`src/rtl/clock_pkg.sv`:
```
// Shared definitions for the clock adjust path: state encoding, mode LED
// patterns, count direction and the field ring ordering.
// Optional feature macro: ALARM_ADJ_EN adds the alarm fields to the ring.
package clock_pkg;

    typedef enum logic [2:0] {
        CLOCK      = 3'd0,
        ADJ_HOUR   = 3'd1,
        ADJ_MIN    = 3'd2,
        ALARM_HOUR = 3'd3,
        ALARM_MIN  = 3'd4
    } adj_state_t;

    localparam logic [3:0] LED_CLOCK = 4'b0001;
    localparam logic [3:0] LED_HOUR  = 4'b0010;
    localparam logic [3:0] LED_MIN   = 4'b0100;
    localparam logic [3:0] LED_ALARM = 4'b1000;

    localparam logic DIR_UP   = 1'b0;
    localparam logic DIR_DOWN = 1'b1;

    // Step to the next field to the right in the adjust ring.
    function automatic adj_state_t ring_next(adj_state_t s);
        case (s)
            ADJ_HOUR:   ring_next = ADJ_MIN;
`ifdef ALARM_ADJ_EN
            ADJ_MIN:    ring_next = ALARM_HOUR;
            ALARM_HOUR: ring_next = ALARM_MIN;
            ALARM_MIN:  ring_next = ADJ_HOUR;
`else
            ADJ_MIN:    ring_next = ADJ_HOUR;
`endif
            default:    ring_next = ADJ_HOUR;
        endcase
    endfunction

    // Step to the previous field (exact reverse of ring_next).
    function automatic adj_state_t ring_prev(adj_state_t s);
        case (s)
`ifdef ALARM_ADJ_EN
            ADJ_HOUR:   ring_prev = ALARM_MIN;
            ALARM_MIN:  ring_prev = ALARM_HOUR;
            ALARM_HOUR: ring_prev = ADJ_MIN;
`else
            ADJ_HOUR:   ring_prev = ADJ_MIN;
`endif
            ADJ_MIN:    ring_prev = ADJ_HOUR;
            default:    ring_prev = ADJ_HOUR;
        endcase
    endfunction

    function automatic logic is_hour(adj_state_t s);
        is_hour = (s == ADJ_HOUR) || (s == ALARM_HOUR);
    endfunction

    function automatic logic is_alarm(adj_state_t s);
        is_alarm = (s == ALARM_HOUR) || (s == ALARM_MIN);
    endfunction

    // LED pattern: one bit per field plus the alarm flag.
    function automatic logic [3:0] led_of(adj_state_t s);
        case (s)
            ADJ_HOUR, ALARM_HOUR: led_of = LED_HOUR;
            ADJ_MIN, ALARM_MIN:   led_of = LED_MIN;
            default:              led_of = LED_CLOCK;
        endcase
`ifdef ALARM_ADJ_EN
        if (is_alarm(s)) led_of = led_of | LED_ALARM;
`endif
    endfunction

endpackage

```
`src/rtl/time_adjust_ctrl_if.sv`:
```
// Button levels in, Time-block controls out.
interface time_adjust_ctrl_if;

    logic       btnC;
    logic       btnL;
    logic       btnR;
    logic       btnU;
    logic       btnD;
    logic       adjust;
    logic       ENTH;
    logic       ENTM;
    logic       updown;
    logic [3:0] mode_led;
    logic       alarm_sel;

    modport master (
        output btnC, btnL, btnR, btnU, btnD,
        input  adjust, ENTH, ENTM, updown, mode_led, alarm_sel
    );

    modport slave (
        input  btnC, btnL, btnR, btnU, btnD,
        output adjust, ENTH, ENTM, updown, mode_led, alarm_sel
    );

endinterface

```
`src/rtl/time_adjust_ctrl_btn_edge.sv`:
```
// Rising-edge detector for one debounced button level. The press output is
// registered; prev resets high so a button held through reset never fires.
module btn_edge (
    input  logic clk,
    input  logic rst,
    input  logic btn,
    output logic press
);

    logic prev;

    // Track last sampled level and flag a 0->1 transition.
    always_ff @(posedge clk) begin
        if (rst) begin
            prev  <= 1'b1;
            press <= 1'b0;
        end else begin
            prev  <= btn;
            press <= btn & ~prev;
        end
    end

endmodule

```
`src/rtl/time_adjust_ctrl.sv`:
```
// Mode controller feeding the Time counter: walks between run and
// per-field adjust modes and issues single-cycle step enables.
// Optional feature macro: ALARM_ADJ_EN (alarm fields in the adjust ring).
module time_adjust_ctrl
    import clock_pkg::*;
(
    input  logic              clk,
    input  logic              rst,
    time_adjust_ctrl_if.slave bus
);

    logic p_c, p_l, p_r, p_u, p_d;

    btn_edge u_edge_c (.clk(clk), .rst(rst), .btn(bus.btnC), .press(p_c));
    btn_edge u_edge_l (.clk(clk), .rst(rst), .btn(bus.btnL), .press(p_l));
    btn_edge u_edge_r (.clk(clk), .rst(rst), .btn(bus.btnR), .press(p_r));
    btn_edge u_edge_u (.clk(clk), .rst(rst), .btn(bus.btnU), .press(p_u));
    btn_edge u_edge_d (.clk(clk), .rst(rst), .btn(bus.btnD), .press(p_d));

    adj_state_t state_q, state_d;
    logic       enth_d, entm_d, updown_d;
    logic       adjust_q, enth_q, entm_q, updown_q;
    logic [3:0] led_q;

    // Next state and step pulses; C beats L/R beats U/D, losers are dropped.
    // L and R together cancel each other (field unchanged, U/D still dropped).
    always_comb begin
        state_d  = state_q;
        enth_d   = 1'b0;
        entm_d   = 1'b0;
        updown_d = updown_q;
        if (p_c) begin
            if (state_q == CLOCK) begin
                state_d = ADJ_HOUR;
            end else begin
                state_d  = CLOCK;
                updown_d = DIR_UP;
            end
        end else if (state_q != CLOCK) begin
            if (p_l | p_r) begin
                if (p_r & ~p_l)      state_d = ring_next(state_q);
                else if (p_l & ~p_r) state_d = ring_prev(state_q);
            end else if (p_u ^ p_d) begin
                updown_d = p_d ? DIR_DOWN : DIR_UP;
                if (is_hour(state_q)) enth_d = 1'b1;
                else                  entm_d = 1'b1;
            end
        end
    end

    // State and registered outputs, decoded from the next state.
    always_ff @(posedge clk) begin
        if (rst) begin
            state_q  <= CLOCK;
            adjust_q <= 1'b0;
            enth_q   <= 1'b0;
            entm_q   <= 1'b0;
            updown_q <= DIR_UP;
            led_q    <= LED_CLOCK;
        end else begin
            state_q  <= state_d;
            adjust_q <= (state_d != CLOCK);
            enth_q   <= enth_d;
            entm_q   <= entm_d;
            updown_q <= updown_d;
            led_q    <= led_of(state_d);
        end
    end

`ifdef ALARM_ADJ_EN
    logic alarm_q;

    // Alarm field select follows the state register.
    always_ff @(posedge clk) begin
        if (rst) alarm_q <= 1'b0;
        else     alarm_q <= is_alarm(state_d);
    end

    assign bus.alarm_sel = alarm_q;
`else
    assign bus.alarm_sel = 1'b0;
`endif

    assign bus.adjust   = adjust_q;
    assign bus.ENTH     = enth_q;
    assign bus.ENTM     = entm_q;
    assign bus.updown   = updown_q;
    assign bus.mode_led = led_q;

endmodule
```
`src/flat_wrapper.sv`:
```
// flat-port wrapper written by rule: the top's interface ports become plain ports
module time_adjust_ctrl_flat import clock_pkg::*;
  (clk, rst, bus_btnC, bus_btnL, bus_btnR, bus_btnU, bus_btnD, bus_adjust, bus_ENTH, bus_ENTM, bus_updown, bus_mode_led, bus_alarm_sel);
  time_adjust_ctrl_if bus_i ();
  input  logic clk;
  input  logic rst;
  input wire logic [$bits(bus_i.btnC)-1:0] bus_btnC;
  input wire logic [$bits(bus_i.btnL)-1:0] bus_btnL;
  input wire logic [$bits(bus_i.btnR)-1:0] bus_btnR;
  input wire logic [$bits(bus_i.btnU)-1:0] bus_btnU;
  input wire logic [$bits(bus_i.btnD)-1:0] bus_btnD;
  output wire logic [$bits(bus_i.adjust)-1:0] bus_adjust;
  output wire logic [$bits(bus_i.ENTH)-1:0] bus_ENTH;
  output wire logic [$bits(bus_i.ENTM)-1:0] bus_ENTM;
  output wire logic [$bits(bus_i.updown)-1:0] bus_updown;
  output wire logic [$bits(bus_i.mode_led)-1:0] bus_mode_led;
  output wire logic [$bits(bus_i.alarm_sel)-1:0] bus_alarm_sel;
  assign bus_i.btnC = bus_btnC;
  assign bus_i.btnL = bus_btnL;
  assign bus_i.btnR = bus_btnR;
  assign bus_i.btnU = bus_btnU;
  assign bus_i.btnD = bus_btnD;
  assign bus_adjust = bus_i.adjust;
  assign bus_ENTH = bus_i.ENTH;
  assign bus_ENTM = bus_i.ENTM;
  assign bus_updown = bus_i.updown;
  assign bus_mode_led = bus_i.mode_led;
  assign bus_alarm_sel = bus_i.alarm_sel;
  time_adjust_ctrl u_core (.clk(clk), .rst(rst), .bus(bus_i));
endmodule
```
`config.mk`:
```
export PLATFORM = sky130hd
export DESIGN_NAME = time_adjust_ctrl_flat
export DESIGN_NICKNAME = d
export VERILOG_FILES = /design/src/rtl/clock_pkg.sv /design/src/rtl/time_adjust_ctrl_if.sv /design/src/rtl/time_adjust_ctrl_btn_edge.sv /design/src/rtl/time_adjust_ctrl.sv /design/src/flat_wrapper.sv
export SDC_FILE = /design/constraint.sdc
export NUM_CORES = 1
export LEC_CHECK = 0
export CORE_UTILIZATION = 45
export CTS_CLUSTER_DIAMETER = 30
export CTS_CLUSTER_SIZE = 20
export DETAILED_ROUTE_END_ITERATION = 8
export PLACE_DENSITY = 0.72
export SLEW_MARGIN = 20
export SYNTH_ARGS = -nofsm -noshare
export SYNTH_HDL_FRONTEND = slang
export SYNTH_HIERARCHICAL = 1
export SYNTH_SLANG_ARGS = --single-unit
export TNS_END_PERCENT = 100
```
`constraint.sdc`:
```
create_clock -name clk -period 1.7 [get_ports clk]
set_input_delay 0.34 -clock clk [delete_from_list [all_inputs] [get_ports clk]]
set_output_delay 0.34 -clock clk [all_outputs]
set_load 0.02 [all_outputs]
```
==> out/qor.txt <==
most numerous cell in the Yosys netlist - dfxtp_1
drt pass-1 iters - 4
CP bufs+invs - 1
Final Cycle Share - 95.0%
Post-Route WL - 1250 µm
via count - 582
total global-route track usage - 15.4%
core area - 1540 µm²
reg-to-reg slack, setup - 0.31 ns
synth-to-layout area growth - 20.9%
CP Capture Type - output pin
Register Area - 400 µm²
Hold WC Path Type - reg -> reg
Port-buffer cells - 13
Critical Path AT - 1.28 ns
start of the worst register-to-register path - u_core/state_q[1]
post-synth top area share - 52.7%
final cell count without fillers - 105
first-pass GRT wire length - 2170 µm
top post-synthesis cells by count - 20 x dfxtp_1, 6 x nor2_1, 5 x nor3b_2, 5 x or2_1, 4 x nand2_1
Final Hold Viols - 0
clock skew - 0.00226 ns
Slew Viols, Final - 0
root buf cell - clkbuf_4
CTS-repair resized insts - 0
worst hold path endpoint - u_core/u_edge_l/press
R2R cell count - 3
wire length per cell - 11.9 µm
MaxCap Viol Count - 0
Slew @ Worst Pin - 0.511 ns
gr ovfl total - 0
diodes inserted - 0
DR DRC count - 0
Synth cell types - 27
hold_buf cts - 0
vias in the first global route - 523
largest net degree at the start of global routing - 16
Synth Warn # - 6
FMAX - 619 MHz
clk_lat worst skew - 0.29 ns
Setup Viol. Count Final - 0
post-synthesis sequential area ratio - 52.7%
num rows - 14
Placed Instances - 102
startpoint types - flip-flop
top area cells in the synthesized netlist - dfxtp_1 53%, nor3b_2 8.2%, or2_1 4.1%
Vias/cell - 5.54
Post-CTS Setup Repair Bufs - 0
die width - 43.1 µm
outcome - finished clean
synthesized area per cell - 9.99 µm²
Starting DRT DRC Count - 11
Crit Path Class - reg -> out
synthesized instance count - 76
Nets - 98
Peak VDD IR - 0.655 mV
clk slew on worst S/H paths - 0.10 ns
FF-to-FF End - u_core/bus.updown
min-delay src - u_core/u_edge_l/prev
final critical-path required period - 1.62 ns
fin util - 59.6%
worst rel slew slack - 65.7%
Synth Flop Type - dfxtp_1
Syn Std Cell Area - 759 µm²
initial antenna violation count - 0
number of synthesized register bits - 20
RSZ-0062 raised after global routing - no
CTS Buffer Depth - 2
largest stage delay on the critical path - 0.62 ns
Top delay family on crit path - buffers and inverters
post-DP HPWL - 894 µm
CTS tree - done
final setup TNS - 0 ns
FFs w/ async S/R, synth - 0%
Yosys top cell by area - dfxtp_1
Die Y - 43.1 µm
Final ANT Viol Nets - 0
clk sinks - 20
Max H-tree Level - 1
Initial Util - 49.3%
Pwr Density - 841 nW/µm²
RD Place Congestion - 0.753
share of cells above drive strength 1 - 12.4%
Die Area - 1860 µm²
Worst Hold Depth - 1
crit path max fanout - 3
Post-synth EDFFs - 0
I/O Pins - 16
CTS Buf Count - 3
Multi-input gate area - 323 µm²
required time worst endpoint - 1.36 ns
CP Cell Sequence - clkdlybuf4s50_1
filler instances - 140
leakage - 0.311 nW
Slowest cell on crit path - clkdlybuf4s50_1
## cells by family (layout without fill, tap and decap cells)
family / after synthesis / in the layout / synth area share, %
compound gates: 11 / 11 / 10.1
xor+xnor: 3 / 3 / 3.46
buf+inv: 8 / 20 / 5.27
flops: 20 / 20 / 52.7
other cells: 1 / 2 / 0.494
simple gates: 33 / 33 / 28.0
## layout by cell type (no fill, tap or decap), types with 3 or more instances in the layout
cell             count
clkdlybuf4s50_1     13
dfxtp_1             20
nor3b_2              5
a31oi_1              3
or2_1                5
nor2_1               6
nor3_1               3
clkbuf_4             3
nand2_1              4
## layout make-up
type	instances	area share [%]
flip-flops and latches	20	43.6
clock buffers	3	2.45
inverters	2	0.817
well taps	16	2.18
repair buffers	15	15.8
multi-input cells	49	35.1
## power by group
group	leakage [nW]	switching [mW]	internal, mW
Sequential	0.163	0.00873	0.482
Combinational	0.134	0.0322	0.0347
Clock	0.0138	0.132	0.0823
Total	0.311	0.173	0.599
## worst max-delay path by stage
stage | from | end | cells past startpoint
2_1_floorplan | u_core/state_q[1] | u_core/bus.updown | 4
3_3_place_gp | rst | u_core/bus.ENTH | 3
3_5_place_dp | rst | u_core/bus.ENTH | 3
4_1_cts | u_core/bus.updown | bus_updown | 1
5_1_grt | u_core/bus.updown | bus_updown | 1
6_report | u_core/bus.updown | bus_updown | 1
## worst register-to-register path, delay by kind of cell (launching register included)
kind	cells	cell delay (ns)
AND/OR/NAND/NOR	2	0.66
AO/OA/AOI/OAI	1	0.17
flip-flops	1	0.50
## stage by stage
step / hold WS (ns) / setup slack, ns / instance area (µm²) / power, mW
6_report: 0.408 / 0.0842 / 918 / 0.772
5_1_grt: 0.429 / 0.0297 / 918 / 0.810
4_1_cts: 0.414 / 0.0669 / 918 / 0.782
3_5_place_dp: 0.398 / 0.252 / 896 / 0.568
3_3_place_gp: 0.392 / 0.289 / 896 / 0.566
2_1_floorplan: 0.387 / 0.474 / 763 / 0.540
## layer usage
layer  wire (µm)  vias up  GRT usage, %
li1            -      289             -
met1         599      276          19.0
met2         600       17          24.8
met3          51        0          3.83
met4           0        0          7.27
met5           0        -             0
Note: power is estimated with default switching activity, not from simulation.
